### config.mk
export PLATFORM = sky130hd
export DESIGN_NAME = cycle_sequencer
export DESIGN_NICKNAME = d
export VERILOG_FILES = /design/src/rtl/mips_pkg.sv /design/src/rtl/next_pc_calc.sv /design/src/rtl/cycle_sequencer.sv
export SDC_FILE = /design/constraint.sdc
export NUM_CORES = 1
export LEC_CHECK = 0
export ABC_CLOCK_PERIOD_IN_PS = 8340
export BUFFER_PORTS_ARGS = -buffer_cell sky130_fd_sc_hd__buf_2
export CAP_MARGIN = 20
export CORE_ASPECT_RATIO = 0.7
export CORE_UTILIZATION = 52
export DETAILED_ROUTE_END_ITERATION = 12
export GPL_TIMING_DRIVEN = 0
export HOLD_SLACK_MARGIN = 0.05
export PLACE_DENSITY_LB_ADDON = 0.25
export RECOVER_POWER = 50
export SETUP_SLACK_MARGIN = 0.1
export SLEW_MARGIN = 40
export SYNTH_ARGS = -nofsm -noshare
export SYNTH_HDL_FRONTEND = slang
export SYNTH_HIERARCHICAL = 1
export SYNTH_SLANG_ARGS = --single-unit
### constraint.sdc
create_clock -name clk -period 8.34 [get_ports clk]
set_input_delay 1.668 -clock clk [delete_from_list [all_inputs] [get_ports clk]]
set_output_delay 1.668 -clock clk [all_outputs]
set_load 0.02 [all_outputs]
### src/rtl/mips_pkg.sv
// Shared definitions for the multi-cycle sequencer: state encoding, opcodes, writable register window.
// Latency: none (constants and pure functions only).
// Backpressure: not applicable.
package mips_pkg;

  typedef enum logic [2:0] {
    ST_IDLE   = 3'd0,
    ST_FETCH  = 3'd1,
    ST_DECODE = 3'd2,
    ST_EXEC   = 3'd3,
    ST_MEM    = 3'd4,
    ST_WB     = 3'd5,
    ST_HALT   = 3'd6
  } state_e;

  localparam logic [5:0] OP_RTYPE = 6'b000000;
  localparam logic [5:0] OP_ADDI  = 6'b001000;
  localparam logic [5:0] OP_LW    = 6'b100011;
  localparam logic [5:0] OP_SW    = 6'b101011;
  localparam logic [5:0] OP_BEQ   = 6'b000100;
  localparam logic [5:0] OP_HALT  = 6'b111111;

  // Only t0-t7 and s0-s7 may be written back.
  localparam logic [4:0] REG_LO = 5'd8;
  localparam logic [4:0] REG_HI = 5'd23;

  function automatic logic op_known(input logic [5:0] op);
    return (op == OP_RTYPE) || (op == OP_ADDI) || (op == OP_LW) ||
           (op == OP_SW)    || (op == OP_BEQ)  || (op == OP_HALT);
  endfunction

  function automatic logic reg_writable(input logic [4:0] r);
    return (r >= REG_LO) && (r <= REG_HI);
  endfunction

endpackage

### src/rtl/next_pc_calc.sv
// Next program counter: pc+4, or pc+4 plus the word-scaled signed branch offset.
// Latency: purely combinational.
// Backpressure: none; the caller decides when the result is committed.
module next_pc_calc (
  input  logic [31:0] pc_i,
  input  logic [15:0] imm_i,
  input  logic        take_branch_i,
  output logic [31:0] next_pc_o
);

  logic [31:0] pc_plus4;
  logic [31:0] offset;

  // Sign-extended, word-aligned offset; all sums wrap modulo 2^32.
  always_comb begin
    pc_plus4  = pc_i + 32'd4;
    offset    = {{14{imm_i[15]}}, imm_i, 2'b00};
    next_pc_o = take_branch_i ? (pc_plus4 + offset) : pc_plus4;
  end

endmodule

### src/rtl/cycle_sequencer.sv
// Multi-cycle instruction sequencer: IDLE/FETCH/DECODE/EXEC/MEM/WB/HALT control with PC and retire count.
// Latency: 4 cycles for ALU ops, 3 for beq, 4+ (lw 5+) for memory ops, plus fetch/memory wait time.
// Backpressure: FETCH stalls until instr_valid, MEM stalls until mem_ready; both waits are unbounded.
module cycle_sequencer
  import mips_pkg::*;
#(
  parameter logic [31:0] RESET_PC = 32'h0000_0000
) (
  input  logic        clk,
  input  logic        rst_n,
  input  logic        start,
  output logic        imem_req,
  input  logic        instr_valid,
  input  logic [31:0] instr,
  output logic [31:0] ir,
  input  logic        zero_flag,
  output logic        dmem_rd,
  output logic        dmem_wr,
  input  logic        mem_ready,
  output logic        reg_we,
  output logic [4:0]  reg_waddr,
  output logic        mem_to_reg,
  output logic [31:0] pc,
  output logic [2:0]  state,
  output logic        halted,
  output logic        err,
  output logic [31:0] retired
);

  state_e      state_q, state_d;
  logic [31:0] pc_q, pc_d;
  logic [31:0] ir_q, ir_d;
  logic [31:0] retired_q, retired_d;
  logic        err_q, err_d;

  logic [5:0]  opcode;
  logic        retire;
  logic        take_branch;
  logic [31:0] next_pc;

  assign opcode = ir_q[31:26];

  // An instruction completes on every hand-back to FETCH from EXEC, MEM or WB.
  assign retire = ((state_q == ST_EXEC) && (opcode == OP_BEQ)) ||
                  ((state_q == ST_MEM) && (opcode == OP_SW) && mem_ready) ||
                  (state_q == ST_WB);

  assign take_branch = (state_q == ST_EXEC) && (opcode == OP_BEQ) && zero_flag;

  next_pc_calc u_next_pc (
    .pc_i          (pc_q),
    .imm_i         (ir_q[15:0]),
    .take_branch_i (take_branch),
    .next_pc_o     (next_pc)
  );

  // State register; reset abandons any pending fetch or memory wait.
  always_ff @(posedge clk) begin
    if (!rst_n) begin
      state_q <= ST_IDLE;
    end else begin
      state_q <= state_d;
    end
  end

  // Next-state logic.
  always_comb begin
    state_d = state_q;
    case (state_q)
      ST_IDLE:   if (start) state_d = ST_FETCH;
      ST_FETCH:  if (instr_valid) state_d = ST_DECODE;
      ST_DECODE: begin
        if ((opcode == OP_HALT) || !op_known(opcode)) state_d = ST_HALT;
        else                                         state_d = ST_EXEC;
      end
      ST_EXEC: begin
        case (opcode)
          OP_RTYPE, OP_ADDI: state_d = ST_WB;
          OP_LW, OP_SW:      state_d = ST_MEM;
          OP_BEQ:            state_d = ST_FETCH;
          default:           state_d = ST_HALT;
        endcase
      end
      ST_MEM: begin
        if (mem_ready) state_d = (opcode == OP_LW) ? ST_WB : ST_FETCH;
      end
      ST_WB:     state_d = ST_FETCH;
      ST_HALT:   state_d = ST_HALT;
      default:   state_d = ST_IDLE;
    endcase
  end

  // Datapath register next values: ir capture, PC advance, retire count, error latch.
  always_comb begin
    ir_d      = ir_q;
    pc_d      = pc_q;
    retired_d = retired_q;
    err_d     = err_q;
    if ((state_q == ST_FETCH) && instr_valid) ir_d = instr;
    if (retire) begin
      pc_d      = next_pc;
      retired_d = retired_q + 32'd1;
    end
    if ((state_q == ST_DECODE) && !op_known(opcode)) err_d = 1'b1;
  end

  // Datapath registers.
  always_ff @(posedge clk) begin
    if (!rst_n) begin
      pc_q      <= RESET_PC;
      ir_q      <= 32'd0;
      retired_q <= 32'd0;
      err_q     <= 1'b0;
    end else begin
      pc_q      <= pc_d;
      ir_q      <= ir_d;
      retired_q <= retired_d;
      err_q     <= err_d;
    end
  end

  // Outputs decoded from the current state only, so requests are exclusive by construction.
  always_comb begin
    imem_req   = 1'b0;
    dmem_rd    = 1'b0;
    dmem_wr    = 1'b0;
    reg_we     = 1'b0;
    reg_waddr  = (opcode == OP_RTYPE) ? ir_q[15:11] : ir_q[20:16];
    mem_to_reg = (opcode == OP_LW);
    halted     = (state_q == ST_HALT);
    case (state_q)
      ST_FETCH: imem_req = 1'b1;
      ST_MEM: begin
        dmem_rd = (opcode == OP_LW);
        dmem_wr = (opcode == OP_SW);
      end
      ST_WB:    reg_we = reg_writable(reg_waddr);
      default:  ;
    endcase
  end

  assign state   = state_q;
  assign pc      = pc_q;
  assign ir      = ir_q;
  assign retired = retired_q;
  assign err     = err_q;

endmodule

==> results of run 1 <==
[layout make-up]
class	instances	area, µm²
Multi-Input combinational cell	770	4690
Sequential cell	100	2000
Timing Repair Buffer	148	627
Buffer	52	226
Clock inverter	6	72.6
Clock buffer	10	229
Inverter	24	90.1
Tap cell	166	208
Fill cell	1281	5000
[synthesized netlist by cell type (6+ instances only)]
cell type | instances | share of area (%)
nand2_1 | 189 | 10
a21oi_1 | 151 | 11
dfxtp_1 | 100 | 29
nor2_1 | 47 | 2.5
ha_1 | 38 | 6.8
clkbuf_1 | 35 | 1.9
nand3_1 | 28 | 2.0
o21ai_0 | 28 | 2.0
xnor2_1 | 24 | 3.0
inv_1 | 22 | 1.2
nand4_1 | 22 | 2.0
xor2_1 | 22 | 2.7
o31ai_1 | 21 | 2.2
nor3_1 | 17 | 1.2
or4_1 | 16 | 1.7
a21o_1 | 13 | 1.4
buf_2 | 13 | 0.93
and3_1 | 12 | 1.1
or3_1 | 12 | 1.1
and2_1 | 8 | 0.71
mux2_2 | 8 | 1.3
nor4_1 | 8 | 0.71
o21bai_1 | 8 | 0.86
and4_1 | 7 | 0.87
nor2b_1 | 7 | 0.62
o21a_1 | 6 | 0.64
[routing by layer]
| layer | share of wire [%] | global-route usage (%) | wire (µm) | vias to the layer above |
|---|---|---|---|---|
| met5 | 0 | 0 | 0 | - |
| met4 | 1.7 | 7.86 | 361 | 0 |
| met3 | 9.9 | 5.25 | 2160 | 25 |
| met2 | 39 | 44.1 | 8600 | 432 |
| met1 | 49 | 49.1 | 10700 | 3540 |
| li1 | - | - | - | 3710 |
[sequential cells by signal, indices dropped and copies added, names as in the netlist]
register,cells
err,1
ir,32
pc,32
retired,32
state,3
[how the worst min path moves through the flow]
stage                 from  endpoint  slack (ns)  cells after the start
floorplan           ir[21]    ir[21]        0.53                      2
global placement    ir[23]    ir[23]        0.44                      2
detailed placement  ir[25]    ir[25]        0.44                      2
CTS                 ir[25]    ir[25]        0.46                      2
global route        ir[21]    ir[21]        0.49                      2
finish              ir[25]    ir[25]        0.46                      2
[where the power goes]
group | internal, mW | switching (mW) | leakage, nW | total (mW)
Sequential | 0.506 | 0.0419 | 0.808 | 0.548
Clock | 0.237 | 0.201 | 0.143 | 0.438
Combinational | 0.105 | 0.220 | 2.14 | 0.325
Total | 0.848 | 0.462 | 3.09 | 1.31
[kinds of logic (layout without fill, tap and decap cells)]
| group | Yosys count | count (layout) |
|---|---|---|
| DFF | 100 | 100 |
| buffers and inverters | 76 | 240 |
| muxes | 12 | 12 |
| xor gates and xnor gates | 48 | 48 |
| and+or+nand+nor | 403 | 403 |
| AOI/OAI and AO/OA | 268 | 268 |
| adders and majority gates | 39 | 39 |
[worst max-delay path, stage by stage, from the launching register on]
cell and delay, ns:
dfxtp_1 0.37, nor3_1 0.37, and3b_1 0.21, clkbuf_1 0.41, mux2_2 0.41, xor2_1 0.21
and3_1 0.19, buf_2 0.16
==> flow_summary.json, run 1 <==
{
  "outcome": "finished, final reports clean",
  "worstSetupPathType": "reg -> out",
  "hold-worst-slack_ns": 0.457,
  "grt_max_degree": 26,
  "setup_viol": 0,
  "yosys_warnings": 6,
  "final_cell_mix": "nand2_1, a21oi_1, clkbuf_1, dfxtp_1, buf_2",
  "grt_usage_pct": 31.5,
  "fin_worst_skew_ns": 0.00764,
  "synthesis.nets": 1023,
  "hold_buffers": 0,
  "ys_seq_elements": 100,
  "clockBufferDepth": 2,
  "synth_xor_area_share_pct": 6.21,
  "initialDrtViolationCount": 838,
  "grt-ovfl-total": 0,
  "cts_root_buffer": "clkbuf_16",
  "detail-route-antenna-nets": 0,
  "io_buffers": 148,
  "design_area_um2": 8140,
  "gp_congestion": 0.986,
  "yosys_most_used_dff": "dfxtp_1",
  "finalSetupTns_ns": 0,
  "synth_edf_count": 0,
  "cp.required_ns": 6.67,
  "via_per_inst": 6.04,
  "clk_latency_ns": 0.35,
  "reg2reg_from": "pc[2]",
  "power_mw": 1.31,
  "slew_viol_final": 0,
  "finalHoldViolations": 0,
  "wl_mm": 21.8,
  "synth_compound_area_share_pct": 23.3,
  "cts_tree": "built",
  "nNetsFinal": 1182,
  "fin_crit_ns": 4.36,
  "synthAdderAreaFrac_pct": 7.07,
  "clock_sinks": 100,
  "final_common_cell": "nand2_1",
  "cts-buffers-inserted": 9,
  "die_w_um": 141,
  "post-route-period-util_pct": 52.3,
  "h-tree-depth": 3,
  "clkTransAtPathRegs_ns": 0.07,
  "async_reset_ff_share_pct": 0,
  "dpl_cell_area_um2": 7960,
  "rows": 35,
  "antenna_found_initial": 0,
  "core_area_um2": 13100,
  "syn_inst": 946,
  "maxSlewHeadroom_pct": 40.2,
  "end_kind": "output pin",
  "grt_pass1_wl_mm": 34.7,
  "cts_setup_buffers": 0,
  "synth_top_family_by_area": "simple AND/OR/NAND/NOR gates",
  "cap_viol_max_count": 0,
  "cp-endpoint": "reg_we",
  "seq_area_frac_synth_pct": 28.5,
  "vias": 7707,
  "dp_slack_ns": 4.15,
  "worstSetupStartpoint": "ir[31]",
  "ff2ff_setup_slack_ns": 4.34,
  "path_max_fanout": 5,
  "cp-start-kind": "flip-flop",
  "reg2regPathDepth": 16,
  "syn_area_um2": 7010,
  "stdcell_count": 1276,
  "timing.rr.end": "pc[31]",
  "antenna-diode-count": 0,
  "rsz0062_at_grt": "no",
  "synth-simple-area-share_pct": 28.5,
  "utilization_pct": 62.0,
  "post_cts_resized": 0,
  "die-area_um2": 14000,
  "grt_pass1_vias": 6633,
  "leakagePower_nw": 3.09,
  "ioPinCount": 149,
  "setup_ws_ns": 3.98,
  "power.density_nw_per_um2": 161,
  "chipHeight_um": 99.2,
  "cp.arrival_ns": 2.69,
  "syn_area_per_cell_um2": 7.41,
  "dpl.cell_count": 1260,
  "dp_hpwl_mm": 16.7,
  "peakVddDrop_mv": 0.130,
  "synth_cell_types": 73,
  "fmax_ghz": 0.229,
  "wl_per_cell_um": 17.1,
  "worstHoldPathType": "reg -> reg",
  "dr.pass1.iters": 5,
  "final_layout_size_suffix_gt1_share_pct": 10.6,
  "post-route-drc-count": 0,
  "synthMuxAreaShare_pct": 1.86,
  "syn2layout_area_growth_pct": 16.1,
  "start_util_pct": 53.4,
  "worstMarginPinSlew_ns": 0.888
}
(Power assumes the default switching activity.)
==> inputs of run 2 (changes only) <==
- ABC_AREA: unset -> 1
- ABC_CLOCK_PERIOD_IN_PS: 8340 -> 4340
- clock period: 8.34 -> 4.34 ns (I/O delays scaled with it)
==> run 2 against run 1 <==
Effect of this change:
- the flow now finishes with violations (DRC)
- critical path depth rose by 13
- combinational power up 130%
- synthesized cell count is 42% higher
==> flow_summary.json, run 2 <==
{
  "die-area_um2": 16300,
  "core_area_um2": 15000,
  "fin_crit_ns": 3.42,
  "worstSetupPathType": "reg -> reg",
  "cap_viol_max_count": 0,
  "p_sw_mw": 1.00,
  "die_w_um": 152,
  "maxSlewHeadroom_pct": 53.9,
  "p_int_mw": 1.66,
  "seq_area_frac_synth_pct": 24.4,
  "grt_pass1_vias": 8015,
  "fmax_ghz": 0.293,
  "vias": 9127,
  "worstSetupStartpoint": "pc[2]",
  "gp_congestion": 1.01,
  "syn_inst": 1347,
  "yosysTopAreaCell": "dfxtp_1",
  "fin_worst_skew_ns": 0.0149,
  "min_from": "ir[19]",
  "antenna-diode-count": 0,
  "synth.most_common_cell": "nand2_1",
  "h-tree-depth": 3,
  "yosys.area.top_type_share_pct": 24.4,
  "power.density_nw_per_um2": 284,
  "rows": 37,
  "clockBufferDepth": 2,
  "clkTransAtPathRegs_ns": 0.08,
  "grt_pass1_wl_mm": 40.2,
  "post-route-period-util_pct": 78.8,
  "end_kind": "flip-flop",
  "synthTopCellsByCount": "nand2_1, nor2_1, nand3_1",
  "chipHeight_um": 107,
  "nNetsFinal": 1583,
  "combPwrFrac_pct": 28.4,
  "clk_latency_ns": 0.35,
  "ioPinCount": 149,
  "final_layout_size_suffix_gt1_share_pct": 13.5,
  "wl_per_cell_um": 14.8,
  "grt_max_degree": 24,
  "synth_cell_types": 43,
  "reg2regPathDepth": 20,
  "power_frac_seq_pct": 41.1,
  "finalSetupTns_ns": 0,
  "final_common_cell": "nand2_1",
  "yosys_most_used_dff": "dfxtp_1",
  "post_cts_resized": 0,
  "cts_setup_buffers": 0,
  "start_util_pct": 54.5,
  "grt-ovfl-total": 0,
  "cp.arrival_ns": 3.63,
  "async_reset_ff_share_pct": 0,
  "hold-worst-slack_ns": 0.473,
  "rsz0062_at_grt": "no",
  "synth_edf_count": 0,
  "setup_viol": 0,
  "synthesis.nets": 1424,
  "post-route-drc-count": 11,
  "syn_area_um2": 8200,
  "dr.pass1.iters": 12,
  "cp-start-kind": "flip-flop",
  "swShare_pct": 37.7,
  "antenna_found_initial": 0,
  "hold_buffers": 0,
  "cp.required_ns": 4.55,
  "timing.rr.end": "pc[31]",
  "io_buffers": 148,
  "outcome": "complete, but fails checks",
  "leakagePower_nw": 4.35,
  "failed_checks": "DRC",
  "detail-route-antenna-nets": 0,
  "grt_usage_pct": 31.1,
  "ys_seq_elements": 100,
  "dp_hpwl_mm": 20.3,
  "reg2reg_from": "pc[2]",
  "clock_sinks": 100,
  "final_cell_mix": "nand2_1, nor2_1, nand3_1, inv_1, buf_2",
  "slew_viol_final": 0,
  "synthTopCellsByArea": "dfxtp_1, nand2_1, nor2_1",
  "clkPwrFrac_pct": 30.4,
  "syn_area_per_cell_um2": 6.09,
  "cts-buffers-inserted": 9,
  "worstMarginPinSlew_ns": 0.692,
  "cts_root_buffer": "clkbuf_16",
  "initialDrtViolationCount": 824,
  "path_max_fanout": 7,
  "syn2layout_area_growth_pct": 14.3,
  "via_per_inst": 5.35,
  "yosys_warnings": 6,
  "finalHoldViolations": 0,
  "cp-endpoint": "pc[31]",
  "cts_tree": "built",
  "worstHoldPathType": "reg -> reg",
  "wl_mm": 25.3,
  "ff2ff_setup_slack_ns": 0.92,
  "peakVddDrop_mv": 0.312
}
-- run 2: cell types whose count changed in the layout (fill, tap and decap cells not counted), moves of 11 or more --
cell | previous run | this run
nor2_2 | 0 | 11
or3_1 | 12 | 0
inv_1 | 23 | 127
buf_2 | 70 | 116
nor2_1 | 47 | 188
o21ai_0 | 28 | 62
a21oi_1 | 151 | 97
nand4_1 | 22 | 7
nand3_1 | 28 | 138
nand2_1 | 189 | 411
clkbuf_1 | 127 | 62
or4_1 | 16 | 0
and3_1 | 12 | 1
o31ai_1 | 21 | 0
-- run 2: power by group through the flow --
stage / combinational (mW) / sequential (mW) / clock, mW
floorplan: 0.472 / 1.17 / 0
global placement: 0.766 / 1.11 / 0
detailed placement: 0.779 / 1.11 / 0
CTS: 0.781 / 1.09 / 0.824
global route: 0.849 / 1.11 / 0.875
finish: 0.756 / 1.09 / 0.809
-- run 2: final cells by class --
class | count | area [µm²]
Tap cell | 195 | 244
Multi-Input combinational cell | 1069 | 5390
Inverter | 135 | 507
Sequential cell | 100 | 2000
Timing Repair Buffer | 148 | 692
Fill cell | 1508 | 5670
Clock buffer | 9 | 225
Buffer | 43 | 238
Clock inverter | 7 | 75.1
-- run 2: stage by stage --
stage | std cells | cell area [µm²] | utilization [%] | power [mW] | worst slack, ns
after floorplan | 1347 | 8200 | - | 1.65 | 1.55
after global placement | 1690 | 9190 | 61.0 | 1.88 | 1.11
after detailed placement | 1690 | 9190 | 61.1 | 1.89 | 1.10
after CTS | 1706 | 9490 | 63.1 | 2.70 | 1.02
after global routing | 1706 | 9380 | 62.3 | 2.83 | 0.663
final | 1706 | 9380 | 62.3 | 2.66 | 0.921
-- run 2: worst min-delay path by stage --
stage	slack, ns	cells after the start	end
6_report	0.47	2	ir[19]
5_1_grt	0.52	1	err
4_1_cts	0.47	2	ir[19]
3_5_place_dp	0.46	2	ir[19]
3_3_place_gp	0.45	1	err
2_1_floorplan	0.54	2	ir[19]
-- run 2: logic make-up (layout without fill, tap and decap cells) --
family	after synthesis	count (layout)	synth area share [%]
mux	3	3	0.412
compound gates	174	174	11.0
buf+inv	178	342	9.48
xor+xnor	44	44	5.07
fa+ha+maj	39	39	6.04
flops	100	100	24.4
simple gates	809	809	43.5
-- run 2: critical path, stage by stage (launching register included) --
cell     delay [ns]
dfxtp_1        0.50
ha_1           0.25
nand2_1        0.07
nor2_2         0.22
nand2_2        0.14
nor2_4         0.22
nand4_1        0.11
nand2_1        0.13
inv_1          0.07
ha_1           0.39
nand2_1        0.11
nor2_1         0.26
nand2_1        0.14
nor2_1         0.14
nand2_1        0.07
nand2_1        0.08
nand3_1        0.06
nand3_1        0.08
nand2_1        0.08
nand2_1        0.08
a21oi_1        0.06
-- run 2: routing by layer --
metal | vias up | part of all wire (%) | track usage [%] | routed length [µm]
met5 | - | 0 | 0 | 0
met4 | 0 | 0.83 | 4.66 | 210
met3 | 16 | 11 | 6.91 | 2750
met2 | 397 | 41 | 47.1 | 10300
met1 | 4073 | 47 | 45.4 | 12000
li1 | 4641 | - | - | -
